==> src/rtl/shift_seq_pkg.sv <==
// Shared definitions for the shift-counter sequencer: FSM state encoding,
// shift-mode constants and the feedback-bit helper used by the shift core.
package shift_seq_pkg;

  // Sequencer states (IDLE -> LOAD -> RUN -> DONE -> IDLE)
  localparam logic [1:0] ST_IDLE = 2'd0;
  localparam logic [1:0] ST_LOAD = 2'd1;
  localparam logic [1:0] ST_RUN  = 2'd2;
  localparam logic [1:0] ST_DONE = 2'd3;

  // Shift modes
  localparam logic MODE_RING    = 1'b0;
  localparam logic MODE_JOHNSON = 1'b1;

  // Bit fed into the LSB on a left shift: ring recirculates the MSB,
  // Johnson feeds back its complement (twisted ring).
  function automatic logic feed_bit(input logic mode, input logic msb);
    logic fb;
    case (mode)
      MODE_RING:    fb = msb;
      MODE_JOHNSON: fb = ~msb;
      default:      fb = msb;
    endcase
    return fb;
  endfunction

endpackage

==> src/rtl/shift_core.sv <==
// Embedded shift register: parallel load has priority over shifting, and
// with en low the register holds. Shifts left with LSB feedback chosen by mode.
module shift_core
  import shift_seq_pkg::*;
#(
  parameter int WIDTH = 8
) (
  input  logic             clk,
  input  logic             rst,
  input  logic             ld,
  input  logic             en,
  input  logic             mode,
  input  logic [WIDTH-1:0] d,
  output logic [WIDTH-1:0] q
);

  logic [WIDTH-1:0] q_r;

  // Shift register: reset, then load, then one left shift, else hold
  always_ff @(posedge clk) begin
    if (rst) begin
      q_r <= {WIDTH{1'b0}};
    end else if (ld) begin
      q_r <= d;
    end else if (en) begin
      q_r <= {q_r[WIDTH-2:0], feed_bit(mode, q_r[WIDTH-1])};
    end else begin
      q_r <= q_r;
    end
  end

  assign q = q_r;

endmodule

==> src/rtl/shift_seq_ctrl.sv <==
// Sequencer for ring/Johnson shift counters. A start in IDLE latches
// mode/seed/steps, the core is loaded with the seed for one cycle, then
// shifted 'steps' times (pausable with hold), and a one-cycle done pulse
// closes the run. All outputs come straight from registers.
module shift_seq_ctrl
  import shift_seq_pkg::*;
#(
  parameter int WIDTH = 8,
  parameter int CNTW  = 8
) (
  input  logic             clk,
  input  logic             rst,
  input  logic             start,
  input  logic             mode,
  input  logic [WIDTH-1:0] seed,
  input  logic [CNTW-1:0]  steps,
  input  logic             hold,
  output logic             busy,
  output logic             done,
  output logic [WIDTH-1:0] q,
  output logic [CNTW-1:0]  step_cnt
);

  logic [1:0]       state_r;
  logic [1:0]       state_s;
  logic             mode_r;
  logic [WIDTH-1:0] seed_r;
  logic [CNTW-1:0]  steps_r;
  logic [CNTW-1:0]  step_cnt_r;
  logic [CNTW-1:0]  cnt_inc_s;
  logic             busy_r;
  logic             done_r;
  logic             ld_s;
  logic             en_s;

  assign cnt_inc_s = step_cnt_r + {{(CNTW-1){1'b0}}, 1'b1};
  assign ld_s      = (state_r == ST_LOAD);
  assign en_s      = (state_r == ST_RUN) && !hold;

  // Next-state logic; the run ends on the shift that reaches the target count
  always_comb begin
    state_s = state_r;
    case (state_r)
      ST_IDLE: begin
        if (start) begin
          state_s = ST_LOAD;
        end else begin
          state_s = ST_IDLE;
        end
      end
      ST_LOAD: begin
        if (steps_r == {CNTW{1'b0}}) begin
          state_s = ST_DONE;
        end else begin
          state_s = ST_RUN;
        end
      end
      ST_RUN: begin
        if (!hold && (cnt_inc_s == steps_r)) begin
          state_s = ST_DONE;
        end else begin
          state_s = ST_RUN;
        end
      end
      ST_DONE: begin
        state_s = ST_IDLE;
      end
      default: begin
        state_s = ST_IDLE;
      end
    endcase
  end

  // FSM state and registered status outputs, derived from the next state
  always_ff @(posedge clk) begin
    if (rst) begin
      state_r <= ST_IDLE;
      busy_r  <= 1'b0;
      done_r  <= 1'b0;
    end else begin
      state_r <= state_s;
      busy_r  <= (state_s != ST_IDLE);
      done_r  <= (state_s == ST_DONE);
    end
  end

  // Run configuration, captured only when a start is accepted in IDLE
  always_ff @(posedge clk) begin
    if (rst) begin
      mode_r  <= MODE_RING;
      seed_r  <= {WIDTH{1'b0}};
      steps_r <= {CNTW{1'b0}};
    end else if ((state_r == ST_IDLE) && start) begin
      mode_r  <= mode;
      seed_r  <= seed;
      steps_r <= steps;
    end else begin
      mode_r  <= mode_r;
      seed_r  <= seed_r;
      steps_r <= steps_r;
    end
  end

  // Step counter: cleared on load, counts each performed shift, else holds
  always_ff @(posedge clk) begin
    if (rst) begin
      step_cnt_r <= {CNTW{1'b0}};
    end else if (ld_s) begin
      step_cnt_r <= {CNTW{1'b0}};
    end else if (en_s) begin
      step_cnt_r <= cnt_inc_s;
    end else begin
      step_cnt_r <= step_cnt_r;
    end
  end

  shift_core #(
    .WIDTH (WIDTH)
  ) u_core (
    .clk  (clk),
    .rst  (rst),
    .ld   (ld_s),
    .en   (en_s),
    .mode (mode_r),
    .d    (seed_r),
    .q    (q)
  );

  assign busy     = busy_r;
  assign done     = done_r;
  assign step_cnt = step_cnt_r;

endmodule

==> config.mk <==
export PLATFORM = sky130hd
export DESIGN_NAME = shift_seq_ctrl
export DESIGN_NICKNAME = d
export VERILOG_FILES = /design/src/rtl/shift_seq_pkg.sv /design/src/rtl/shift_core.sv /design/src/rtl/shift_seq_ctrl.sv
export SDC_FILE = /design/constraint.sdc
export NUM_CORES = 1
export LEC_CHECK = 0
export ABC_AREA = 1
export CORE_MARGIN = 2
export CORE_UTILIZATION = 35
export DETAILED_ROUTE_END_ITERATION = 16
export SLEW_MARGIN = 5
export SYNTH_ARGS = -nofsm -noshare
export SYNTH_HDL_FRONTEND = slang
export SYNTH_SLANG_ARGS = --single-unit
==> constraint.sdc <==
create_clock -name clk -period 2.8 [get_ports clk]
set_input_delay 0.42 -clock clk [delete_from_list [all_inputs] [get_ports clk]]
set_output_delay 0.42 -clock clk [all_outputs]
set_load 0.02 [all_outputs]
# After elaboration in Yosys (flattened, before gate mapping)
# Cells that the tools add are included.
[op_classes] eq_ne=5 n_reduce_logical=9 n_bitwise=2 n_mux=7 n_addsub=1
[op_table] operator="8-bit two-way mux" count=2
[op_table] operator="8-bit by 1-bit adder with 8-bit output, second input constant" count=1
[op_table] operator="8-bit == test" count=1
[op_table] operator="8-bit logical NOT" count=1
[op_table] operator="2-bit one-hot mux with 4 select lines" count=1
[op_table] operator="2-bit == test, second input constant" count=3
[op_table] operator="2-bit nonzero test" count=2
[op_table] operator="1-bit logical AND" count=3
[op_table] operator="1-bit two-way mux" count=3
[op_table] operator="2-bit by 1-bit == test with 1-bit output, second input constant" count=1
[op_table] operator="2-bit logical NOT" count=1
[op_table] operator="1-bit inverter" count=2
[op_table] operator="1-bit one-hot mux with 2 select lines" count=1
[op_table] operator="2-bit OR reduction" count=1
[op_table] operator="1-bit logical NOT" count=1
[word_totals] inputBits=21 output_inout_bits=18 register_bits=37 wordCells=32

# Logic depth before layout (Yosys ltp)
[logic_depth] depth_word=6 mapped_depth=13 depth_no_buf=13

# By module
# Synthesis repeated with hierarchy kept, for this count alone.
[unflattened] cells_unflattened=260 hier_area_um2=1794.2
[by_module_without_submodules] module="shift_seq_ctrl" area_each_um2=1367.6 n_inst=1 cells_per_inst=195
[by_module_without_submodules] module="shift_core" area_each_um2=426.7 n_inst=1 cells_per_inst=65

# Least setup slack after synthesis
# OpenSTA, ideal clock, no wires.
[synth_timing] path_kind="flip-flop to flip-flop" start="reg step_cnt_r[0], in the netlist step_cnt[0]" end="reg busy_r, in the netlist busy" stages_incl_launch_ff=13 required_time_ps=2686 path_slack_ps=1194 setup_time_ps=114 synth_period_minus_slack_ps=1606 arrival_time_ps=1491 path_cell_list="dfxtp_1 ha_1 nand3_1 inv_1 nand2_1 nand2_1 nand3_1 nand2_1 nor2_1 nand3_1 nand2_1 nand2_2 nand2_1"
[synth_between] elab_chain_len=6
[synth_lines] item="from (decl)" line="shift_seq_ctrl.sv:29" source="logic [CNTW-1:0] step_cnt_r;"
[synth_lines] item="from (signal assigned)" line="shift_seq_ctrl.sv:107" source="step_cnt_r <= {CNTW{1'b0}};"
[synth_lines] item="from (signal assigned)" line="shift_seq_ctrl.sv:109" source="step_cnt_r <= {CNTW{1'b0}};"
[synth_lines] item="from (signal assigned)" line="shift_seq_ctrl.sv:111" source="step_cnt_r <= cnt_inc_s;"
[synth_lines] item="8-bit by 1-bit adder with 8-bit output" line="shift_seq_ctrl.sv:36" source="assign cnt_inc_s = step_cnt_r + {{(CNTW-1){1'b0}}, 1'b1};"
[synth_lines] item="8-bit == test" line="shift_seq_ctrl.sv:59" source="if (!hold && (cnt_inc_s == steps_r)) begin"
[synth_lines] item="1-bit logical AND" line="shift_seq_ctrl.sv:59"
[synth_lines] item="1-bit two-way mux" line="shift_seq_ctrl.sv:59"
[synth_lines] item="2-bit one-hot mux with 4 select lines" line="shift_seq_ctrl.sv:43" source="case (state_r)"
[synth_lines] item="2-bit nonzero test" line="shift_seq_ctrl.sv:82" source="busy_r <= (state_s != ST_IDLE);"
[synth_lines] item="to (signal assigned)" line="shift_seq_ctrl.sv:82"
[synth_lines] item="to (decl)" line="shift_seq_ctrl.sv:31" source="logic busy_r;"
# No other way between the ends.
# A chain may end at the register's enable or synchronous reset.

# Worst setup path in the final report
[layout_timing] start="reg state_r[0]" end="reg u_core.q_r[0], in the netlist u_core.q[0]"
[layout_between] elab_chain_len=3 word_cells_on_any_way=5
[layout_lines] item="from (decl)" line="shift_seq_ctrl.sv:24" source="logic [1:0] state_r;"
[layout_lines] item="from (signal assigned)" line="shift_seq_ctrl.sv:81" source="state_r <= state_s;"
[layout_lines] item="2-bit == test" line="shift_seq_ctrl.sv:38" source="assign en_s = (state_r == ST_RUN) && !hold;"
[layout_lines] item="1-bit logical AND" line="shift_seq_ctrl.sv:38"
[layout_lines] item="2-bit nonzero test (no source line)"
[layout_lines] item="to (signal assigned)" line="shift_core.sv:22" source="q_r <= {WIDTH{1'b0}};"
[layout_lines] item="to (signal assigned)" line="shift_core.sv:26" source="q_r <= {q_r[WIDTH-2:0], feed_bit(mode, q_r[WIDTH-1])};"
[layout_lines] item="to (signal assigned)" line="shift_core.sv:28" source="q_r <= q_r;"
[layout_lines] item="to (decl)" line="shift_core.sv:17" source="logic [WIDTH-1:0] q_r;"
# Several ways; a longest one is shown, not always the timed one.

==> flow_summary.json <==
{
  "final_util_pct": 47.68,
  "rsz0062_at_grt": "no",
  "critPathKind": "reg2reg",
  "cts_htree_levels": 2,
  "fin_skew_ps": 2.556,
  "ys_ff_latch": 37,
  "slowest_delay_ps": 450,
  "p_int_uw": 1014,
  "ys_warn_count": 0,
  "hold_viol_final": 0,
  "grt_pass1_wl_um": 6927,
  "status": "finished, final reports clean",
  "power_frac_comb_pct": 31.4,
  "grt-ovfl-total": 0,
  "postCtsHoldBufs": 0,
  "drc_errors": 0,
  "final_area_sq_um": 2252,
  "dpl.hpwl_um": 3065,
  "crit_slowest_cell": "nor2_1",
  "cts.sinks": 37,
  "cts_tree": "built",
  "syn-num-nets": 275,
  "die_height_um": 74.04,
  "placed_area_sq_um": 2166,
  "synth.top_cells.by_count": "nand2_1, dfxtp_1, inv_1",
  "min_period_ps": 1877,
  "grt_pass1_vias": 1533,
  "synth_cells": 249,
  "drive_above_1_share_pct": 4.498,
  "startpoint_type": "register",
  "synthFlopType": "dfxtp_1",
  "antenna_found_initial": 0,
  "io_buffers": 38,
  "place.gp.congestion": 0.7985,
  "yosys.area.top_type_share_pct": 43.15,
  "yosys-top-cells-area": "dfxtp_1, nand2_1, inv_1, nor2_1, o21ai_0",
  "initial_core_util_pct": 36.34,
  "cts_setup_buffers": 0,
  "synth_edf_count": 0,
  "clockPowerShare_pct": 23.9,
  "p_seq_share_pct": 44.6,
  "seq_area_frac_synth_pct": 43.15,
  "insertion_delay_ps": 280,
  "drt-initial-drc-count": 118,
  "synth_cell_type_count": 22,
  "cts_root_buf": "clkbuf_8",
  "switchingPower_uw": 537.0,
  "cap_viol_max_count": 0,
  "fmax_mhz": 532.7,
  "synth.avg_cell_area_sq_um": 6.894,
  "final.setup.tns_ps": 0,
  "cp.arrival_ps": 2110,
  "cts_buffer_depth": 2,
  "yosys.area.top_type": "dfxtp_1",
  "worst_slew_pin_slew_ps": 502.5,
  "postRouteWirelength_um": 4030,
  "design.die.area_sq_um": 5481,
  "rows": 25,
  "cp_data_required_time_ps": 3030,
  "slew_violations": 0,
  "cts_made_buffers": 5,
  "r2r_slack_ps": 920,
  "endpoint_kind": "register",
  "post-route-period-util_pct": 67.04,
  "path_clk_slew_ps": 70,
  "diodes": 0,
  "cp.buffers_inverters": 3,
  "core_sq_um": 4723,
  "post_cts_resized": 0,
  "cp_top_family": "simple AND/OR/NAND/NOR gates",
  "vias": 1688,
  "wl_per_cell_um": 11.32,
  "p_leak_uw": 0.0009336,
  "synth_most_common_cell": "nand2_1",
  "ant_nets": 0,
  "ios": 39,
  "netlist_area_sq_um": 1717,
  "avgViaCountPerCell": 4.742,
  "irDropWorstVdd_v": 0.0003534,
  "final-setup-viol-count": 0,
  "area_growth_pct": 31.20,
  "grt_max_degree": 19,
  "dieWidth_um": 74.04,
  "relSlewSlack_pct": 66.38,
  "crit_chain": "inv_1 -> ha_1 -> nand2_1 -> inv_1 -> nor2_1 -> nand2_1 -> nand3_1 -> nand2_1 -> inv_1",
  "nNetsFinal": 315,
  "async_reset_ff_share_pct": 0,
  "min_path_type": "reg2reg",
  "track_usage_pct": 16.39,
  "power_density_nw_per_um2": 688.6,
  "fillCellCount": 491,
  "switching_share_pct": 34.63,
  "drt_pass1_iterations": 4,
  "cp_max_fo": 11
}
==> worst register-to-register path, stage by stage (launching register included) <==
cell and delay, ps:
dfxtp_1 330, inv_1 80, ha_1 200, nand2_1 250, inv_1 240, nor2_1 450
nand2_1 100, nand3_1 80, nand2_1 50, inv_1 60
==> state kept, by name, indices dropped and copies added (netlist names) <==
register,count
mode_r,1
state_r,2
busy,1
seed_r,8
steps_r,8
u_core.q,8
step_cnt,8
done,1
==> power groups by stage <==
stage	clock network [uW]	registers, uW	logic (uW)
after floorplan	0	729	280
after global placement	0	703	490
after detailed placement	0	705	490
after CTS	390	693	492
after global routing	402	706	557
final	371	692	487
==> kinds of logic after synthesis <==
group | count (synthesis) | synth area share (%)
fa+ha+maj | 5 | 3.644
xor+xnor | 2 | 1.021
compound gates | 47 | 14.72
buf+inv | 40 | 8.746
simple gates | 118 | 28.72
flops | 37 | 43.15
==> cell type report <==
| cell class | count | area, sq um | area share, % |
|---|---|---|---|
| Tap cell | 67 | 83.83 | 3.722 |
| Clock buffer | 7 | 86.33 | 3.833 |
| Multi-Input combinational cell | 172 | 825.8 | 36.67 |
| Sequential cell | 37 | 740.7 | 32.89 |
| Inverter | 34 | 127.6 | 5.667 |
| Timing Repair Buffer | 39 | 387.9 | 17.22 |
==> through the flow <==
| step | hold slack, ps | instances | power (uW) | setup slack (ps) |
|---|---|---|---|---|
| floorplan | 454.9 | 249 | 1009 | 1194 |
| global placement | 466.7 | 349 | 1193 | 677.2 |
| detailed placement | 475.8 | 349 | 1195 | 626.6 |
| CTS | 485.7 | 356 | 1575 | 893.9 |
| global route | 517.2 | 356 | 1665 | 638.3 |
| finish | 481.8 | 356 | 1551 | 922.8 |
==> layout by cell type (no fill, tap or decap) <==
cell / n
nand3_1: 16
clkbuf_8: 6
nor2_1: 32
nand2_2: 2
nand3_2: 1
a41oi_1: 1
nor2_2: 3
o211ai_1: 2
clkbuf_1: 1
nand4_1: 3
ha_1: 5
nor3_1: 1
clkinv_1: 1
dfxtp_1: 37
clkdlybuf4s50_1: 38
inv_1: 33
xor2_1: 1
a21oi_1: 14
a31oi_1: 7
nand2_1: 59
o21ai_0: 23
nor4_1: 1
buf_4: 1
xnor2_1: 1
==> routing by layer <==
layer  vias up  global-route usage [%]  wire, um
met5         -                       0         0
met4         0                   5.455        51
met3         5                   4.878       162
met2        33                   26.09      1882
met1       770                   21.32      1935
li1        880                       -         -
==> final timing paths <==
path,from,end,cells after the start
max,state_r[0],u_core.q[0],9
min,seed_r[2],u_core.q[2],2
max reg2reg,state_r[0],u_core.q[0],9
min reg2reg,seed_r[2],u_core.q[2],2
Note: power is estimated with default switching activity, not from simulation.
